$ cat config.mk
export PLATFORM = sky130hd
export DESIGN_NAME = e203_itcm_ram_ctrl
export DESIGN_NICKNAME = d
export VERILOG_FILES = /design/src/rtl/e203_itcm_ram_ctrl.sv
export SDC_FILE = /design/constraint.sdc
export NUM_CORES = 1
export LEC_CHECK = 0
export CAP_MARGIN = 20
export CORE_UTILIZATION = 30
export CTS_BUF_LIST = sky130_fd_sc_hd__clkbuf_8
export DETAILED_ROUTE_END_ITERATION = 16
export DONT_BUFFER_PORTS = 1
export GPL_ROUTABILITY_DRIVEN = 0
export PLACE_DENSITY = 0.51
export SLEW_MARGIN = 20
export SYNTH_ARGS = -nofsm -noshare
export SYNTH_HDL_FRONTEND = slang
export SYNTH_SLANG_ARGS = --single-unit
$ cat constraint.sdc
create_clock -name clk -period 2 [get_ports clk]
set_clock_uncertainty 0.2 [all_clocks]
set_input_delay 0.2 -clock clk [delete_from_list [all_inputs] [get_ports clk]]
set_output_delay 0.2 -clock clk [all_outputs]
set_load 0.02 [all_outputs]
$ cat src/rtl/e203_itcm_ram_ctrl.sv
// Valid/ready front end for the 8192x64 ITCM SRAM: 32-bit commands in, in-order 32-bit responses out.
// Optional light-sleep idle control is enabled by defining E203_ITCM_RAM_CTRL_LS_EN.
module e203_itcm_ram_ctrl #(
    parameter int AW       = 16,
    parameter int RAM_AW   = 13,
    parameter int RAM_DW   = 64,
    parameter int RAM_MW   = 8,
    parameter int IDLE_CYC = 16
) (
    input  logic              clk,
    input  logic              rst,
    input  logic              cmd_valid,
    output logic              cmd_ready,
    input  logic              cmd_read,
    input  logic [AW-1:0]     cmd_addr,
    input  logic [31:0]       cmd_wdata,
    input  logic [3:0]        cmd_wmask,
    output logic              rsp_valid,
    input  logic              rsp_ready,
    output logic [31:0]       rsp_rdata,
    output logic              rsp_err,
    output logic              ram_cs,
    output logic              ram_we,
    output logic [RAM_AW-1:0] ram_addr,
    output logic [RAM_MW-1:0] ram_wem,
    output logic [RAM_DW-1:0] ram_din,
    input  logic [RAM_DW-1:0] ram_dout,
    output logic              ram_sd,
    output logic              ram_ds,
    output logic              ram_ls
);

    logic        iss_valid_r;
    logic        iss_err_r;
    logic        iss_half_r;
    logic        iss_read_r;
    logic [31:0] fifo_data_r [0:1];
    logic        fifo_err_r  [0:1];
    logic        wptr_r;
    logic        rptr_r;
    logic [1:0]  count_r;

    logic [2:0]  occ_s;
    logic        pop_s;
    logic        push_s;
    logic        room_s;
    logic        aligned_s;
    logic        accept_s;
    logic [31:0] push_data_s;

    assign occ_s     = {1'b0, count_r} + {2'b00, iss_valid_r};
    assign rsp_valid = (count_r != 2'd0);
    assign pop_s     = rsp_valid & rsp_ready;
    assign push_s    = iss_valid_r;
    // A pop this cycle frees a slot for a command accepted in the same cycle.
    assign room_s    = ((occ_s - {2'b00, pop_s}) < 3'd2);
    assign aligned_s = (cmd_addr[1:0] == 2'b00);
    assign cmd_ready = ~rst & ~ram_ls & room_s;
    assign accept_s  = cmd_valid & cmd_ready;

    assign ram_cs   = accept_s & aligned_s;
    assign ram_we   = ~cmd_read;
    assign ram_addr = cmd_addr[AW-1:3];
    assign ram_wem  = cmd_addr[2] ? {cmd_wmask, 4'b0000} : {4'b0000, cmd_wmask};
    assign ram_din  = {cmd_wdata, cmd_wdata};
    assign ram_sd   = 1'b0;
    assign ram_ds   = 1'b0;

    assign rsp_rdata = rsp_valid ? fifo_data_r[rptr_r] : 32'd0;
    assign rsp_err   = rsp_valid ? fifo_err_r[rptr_r]  : 1'b0;

    // Select the addressed half of the RAM word; writes and errors return zero.
    always_comb begin
        push_data_s = 32'd0;
        if (iss_read_r && !iss_err_r) begin
            push_data_s = iss_half_r ? ram_dout[63:32] : ram_dout[31:0];
        end else begin
            push_data_s = 32'd0;
        end
    end

    // Issue stage: one command in flight while the RAM produces its read data.
    always_ff @(posedge clk) begin
        if (rst) begin
            iss_valid_r <= 1'b0;
            iss_err_r   <= 1'b0;
            iss_half_r  <= 1'b0;
            iss_read_r  <= 1'b0;
        end else begin
            iss_valid_r <= accept_s;
            iss_err_r   <= accept_s & ~aligned_s;
            iss_half_r  <= cmd_addr[2];
            iss_read_r  <= cmd_read;
        end
    end

    // Two-entry response FIFO with wrapping 1-bit pointers.
    always_ff @(posedge clk) begin
        if (rst) begin
            fifo_data_r[0] <= 32'd0;
            fifo_data_r[1] <= 32'd0;
            fifo_err_r[0]  <= 1'b0;
            fifo_err_r[1]  <= 1'b0;
            wptr_r         <= 1'b0;
            rptr_r         <= 1'b0;
            count_r        <= 2'd0;
        end else begin
            if (push_s) begin
                fifo_data_r[wptr_r] <= push_data_s;
                fifo_err_r[wptr_r]  <= iss_err_r;
                wptr_r              <= ~wptr_r;
            end
            if (pop_s) begin
                rptr_r <= ~rptr_r;
            end
            case ({push_s, pop_s})
                2'b10:   count_r <= count_r + 2'd1;
                2'b01:   count_r <= count_r - 2'd1;
                default: count_r <= count_r;
            endcase
        end
    end

`ifdef E203_ITCM_RAM_CTRL_LS_EN
    localparam int CW = $clog2(IDLE_CYC + 1);
    localparam logic [CW-1:0] IDLE_MAX = CW'(IDLE_CYC);

    logic [CW-1:0] idle_cnt_r;
    logic          ram_ls_r;

    assign ram_ls = ram_ls_r;

    // Idle counter and light-sleep flag; a command while asleep spends one cycle waking.
    always_ff @(posedge clk) begin
        if (rst) begin
            idle_cnt_r <= {CW{1'b0}};
            ram_ls_r   <= 1'b0;
        end else if (ram_ls_r && cmd_valid) begin
            idle_cnt_r <= {CW{1'b0}};
            ram_ls_r   <= 1'b0;
        end else if (cmd_valid || (occ_s != 3'd0)) begin
            idle_cnt_r <= {CW{1'b0}};
        end else if (idle_cnt_r < IDLE_MAX) begin
            idle_cnt_r <= idle_cnt_r + {{(CW-1){1'b0}}, 1'b1};
            if (idle_cnt_r == IDLE_MAX - {{(CW-1){1'b0}}, 1'b1}) begin
                ram_ls_r <= 1'b1;
            end
        end
    end
`else
    assign ram_ls = 1'b0;
`endif

endmodule

==> impl_metrics.tcl, run 1 <==
set metrics [dict create \
    ys_ff_latch 75 \
    synthCells 423 \
    drive_above_1_share_pct 19.16 \
    ys_seq_area_share_pct 49.47 \
    finalHoldViolCount 0 \
    finalNonFillerCells 587 \
    holdWs_ns 0.02188 \
    antenna_found_initial 0 \
    grt_usage_pct 12.80 \
    multi_input_area_mm2 0.001535 \
    synth.most_common_cell "nor2_1" \
    h-tree-depth 3 \
    antennaDiodeCount 0 \
    wl_per_cell_um 15.66 \
    grt_overflow 0 \
    vdd_drop_max_mv 0.2852 \
    drc 0 \
    period_needed_ns 2.485 \
    routed_wl_mm 9.195 \
    die_h_um 122.7 \
    fin_util_pct 34.08 \
    cts_buffers 9 \
    ant_nets 0 \
    worst_slack_ns -0.4846 \
    clkLatencyLatePin_ns 0.35 \
    violations "setup timing" \
    nNetsFinal 524 \
    synth_ff_type "edfxtp_1" \
    yosysWarnings 0 \
    leakagePower_nw 1.660 \
    viasPerCell 4.504 \
    placed_cells 523 \
    nFillCells 1393 \
    initial_core_util_pct 31.12 \
    grt_pass1_vias 2629 \
    coreArea_mm2 0.01404 \
    hpwl_mm 6.047 \
    ios 246 \
    crit_fanout 3 \
    hp-class "in -> reg" \
    ys_types 29 \
    rows 43 \
    io_buffers 0 \
    clkSinkCount 75 \
    dieArea_mm2 0.01506 \
    syn_area_per_cell_um2 10.33 \
    die_width_um 122.7 \
    grt_max_degree 35 \
    cts_tree "built" \
    slew_violations 0 \
    critPathLaunchType "flip-flop" \
    setup_viol 2 \
    pre_cts_slack_ns -0.1962 \
    cts_buffer_depth 2 \
    synth_edf_count 66 \
    fin_setup_tns_ns -0.8486 \
    clkTransAtPathRegs_ns 0.07 \
    yosys-top-cells-count "nor2_1 (107), buf_4 (83), edfxtp_1 (66)" \
    powerDensity_mw_per_mm2 682.9 \
    grt_pass1_wl_mm 13.72 \
    firstDrtPassIters 6 \
    outcome "finished with violations" \
    required_ns 1.60 \
    syn_area_mm2 0.004370 \
    post-route-period-util_pct 124.2 \
    synth_top_area_cell "edfxtp_1" \
    vias 2644 \
    synth.area.top_cells "edfxtp_1 (45%), buf_4 (14%), nor2_1 (9.2%)" \
    critical_path_class "reg -> out" \
    synth-async-reset-ratio_pct 0 \
    critPathArrivalTime_ns 2.08 \
    fmax_mhz 402.5 \
    rsz0062_at_grt "true" \
    crit_path_end_kind "primary output" \
    regArea_mm2 0.002170 \
    cap_violations 0 \
    synth_top_area_share_pct 45.35 \
    area_growth_pct 9.505 \
    root_buffer "clkbuf_8" \
    drt_first_iter_violations 98 \
]
==> final timing paths <==
| kind | startpoint | endpoint | slack (ns) | cells after the start |
|---|---|---|---|---|
| min reg2reg | iss_err_r | fifo_err_r[1] | 0.43 | 2 |
| max reg2reg | count_r[0] | iss_err_r | 0.01 | 8 |
| min | ram_dout[36] | fifo_data_r[1][4] | 0.02 | 3 |
| max | count_r[0] | ram_cs | -0.48 | 7 |
==> layout make-up <==
| class | instances | area share [%] |
|---|---|---|
| flip-flops and latches | 75 | 45.33 |
| multi-input cells | 241 | 32.08 |
| repair buffers | 70 | 14.01 |
| well taps | 180 | 4.706 |
| clock buffers | 10 | 2.876 |
| clock inverters | 6 | 0.6013 |
| inverters | 5 | 0.3922 |
==> cells in the final DEF (no fill, tap or decap), types with 5 or more instances in the layout <==
cell             n
edfxtp_1        66
dfxtp_1          5
buf_4           20
mux2_1          11
mux2_2          21
nor2b_1          5
nor2_1         102
clkbuf_8        10
inv_1            8
nand2_1         35
dlygate4sd3_1   48
mux2i_1         34
==> timing repair <==
action / 4_1_cts / 5_1_grt
resized for setup: 4 / 7
hold buffers: 47 / 1
pin swaps: 1 / 0
setup buffers: 0 / 0
endpoints found under the hold margin: 38 / 2
setup endpoints to repair: 3 / 18
==> sequential cells by signal, indices dropped and copies added, names as in the netlist, named ones only <==
signal,cells
count_r,2
wptr_r,1
fifo_data_r,64
fifo_err_r,2
iss_half_r,1
iss_err_r,1
iss_valid_r,1
rptr_r,1
iss_read_r,1
==> critical path: stages (launching register included) <==
cell     delay (ns)
dfxtp_2        0.32
and3b_4        0.29
or2_4          0.11
nand2_2        0.05
fa_1           0.48
nor2b_4        0.16
nand3_4        0.08
nor3_4         0.23
==> layer usage <==
| metal | vias to the layer above | GRT usage (%) | wire length, um |
|---|---|---|---|
| met2 | 117 | 22.05 | 4605 |
| li1 | 1262 | - | - |
| met4 | 0 | 5.259 | 187 |
| met3 | 30 | 5.762 | 679 |
| met1 | 1235 | 13.50 | 3722 |
| met5 | - | 0 | 0 |
==> stage by stage <==
step | instance area, um2 | power [mW]
CTS | 4753 | 3.328
detailed placement | 4104 | 2.245
global route | 4786 | 3.439
floorplan | 4407 | 2.366
global placement | 4104 | 2.239
finish | 4786 | 3.268
==> power by group <==
group	internal, mW	switching (mW)	leakage [nW]
Combinational	0.212	0.262	0.797
Sequential	1.78	0.0260	0.767
Clock	0.465	0.521	0.0958
Total	2.46	0.809	1.66
==> kinds of logic (layout without fill, tap and decap cells) <==
logic type / after synthesis / after routing / share of synthesized area [%]
buffers and inverters: 109 / 91 / 17.18
XOR/XNOR: 3 / 3 / 0.6013
AND/OR/NAND/NOR: 164 / 164 / 15.43
AO/OA/AOI/OAI: 3 / 3 / 0.4006
multiplexers: 67 / 67 / 16.38
adder cells (fa/ha/maj): 1 / 1 / 0.4581
flip-flops: 75 / 75 / 49.47
other: 1 / 3 / 0.08580
Note: power is estimated with default switching activity, not from simulation.
==> run 2, diff against run 1 <==
Settings changed: GPL_ROUTABILITY_DRIVEN 0 to unset.
==> results of run 2 <==
No change in the layout: final DEF, timing and power equal those of run 1.
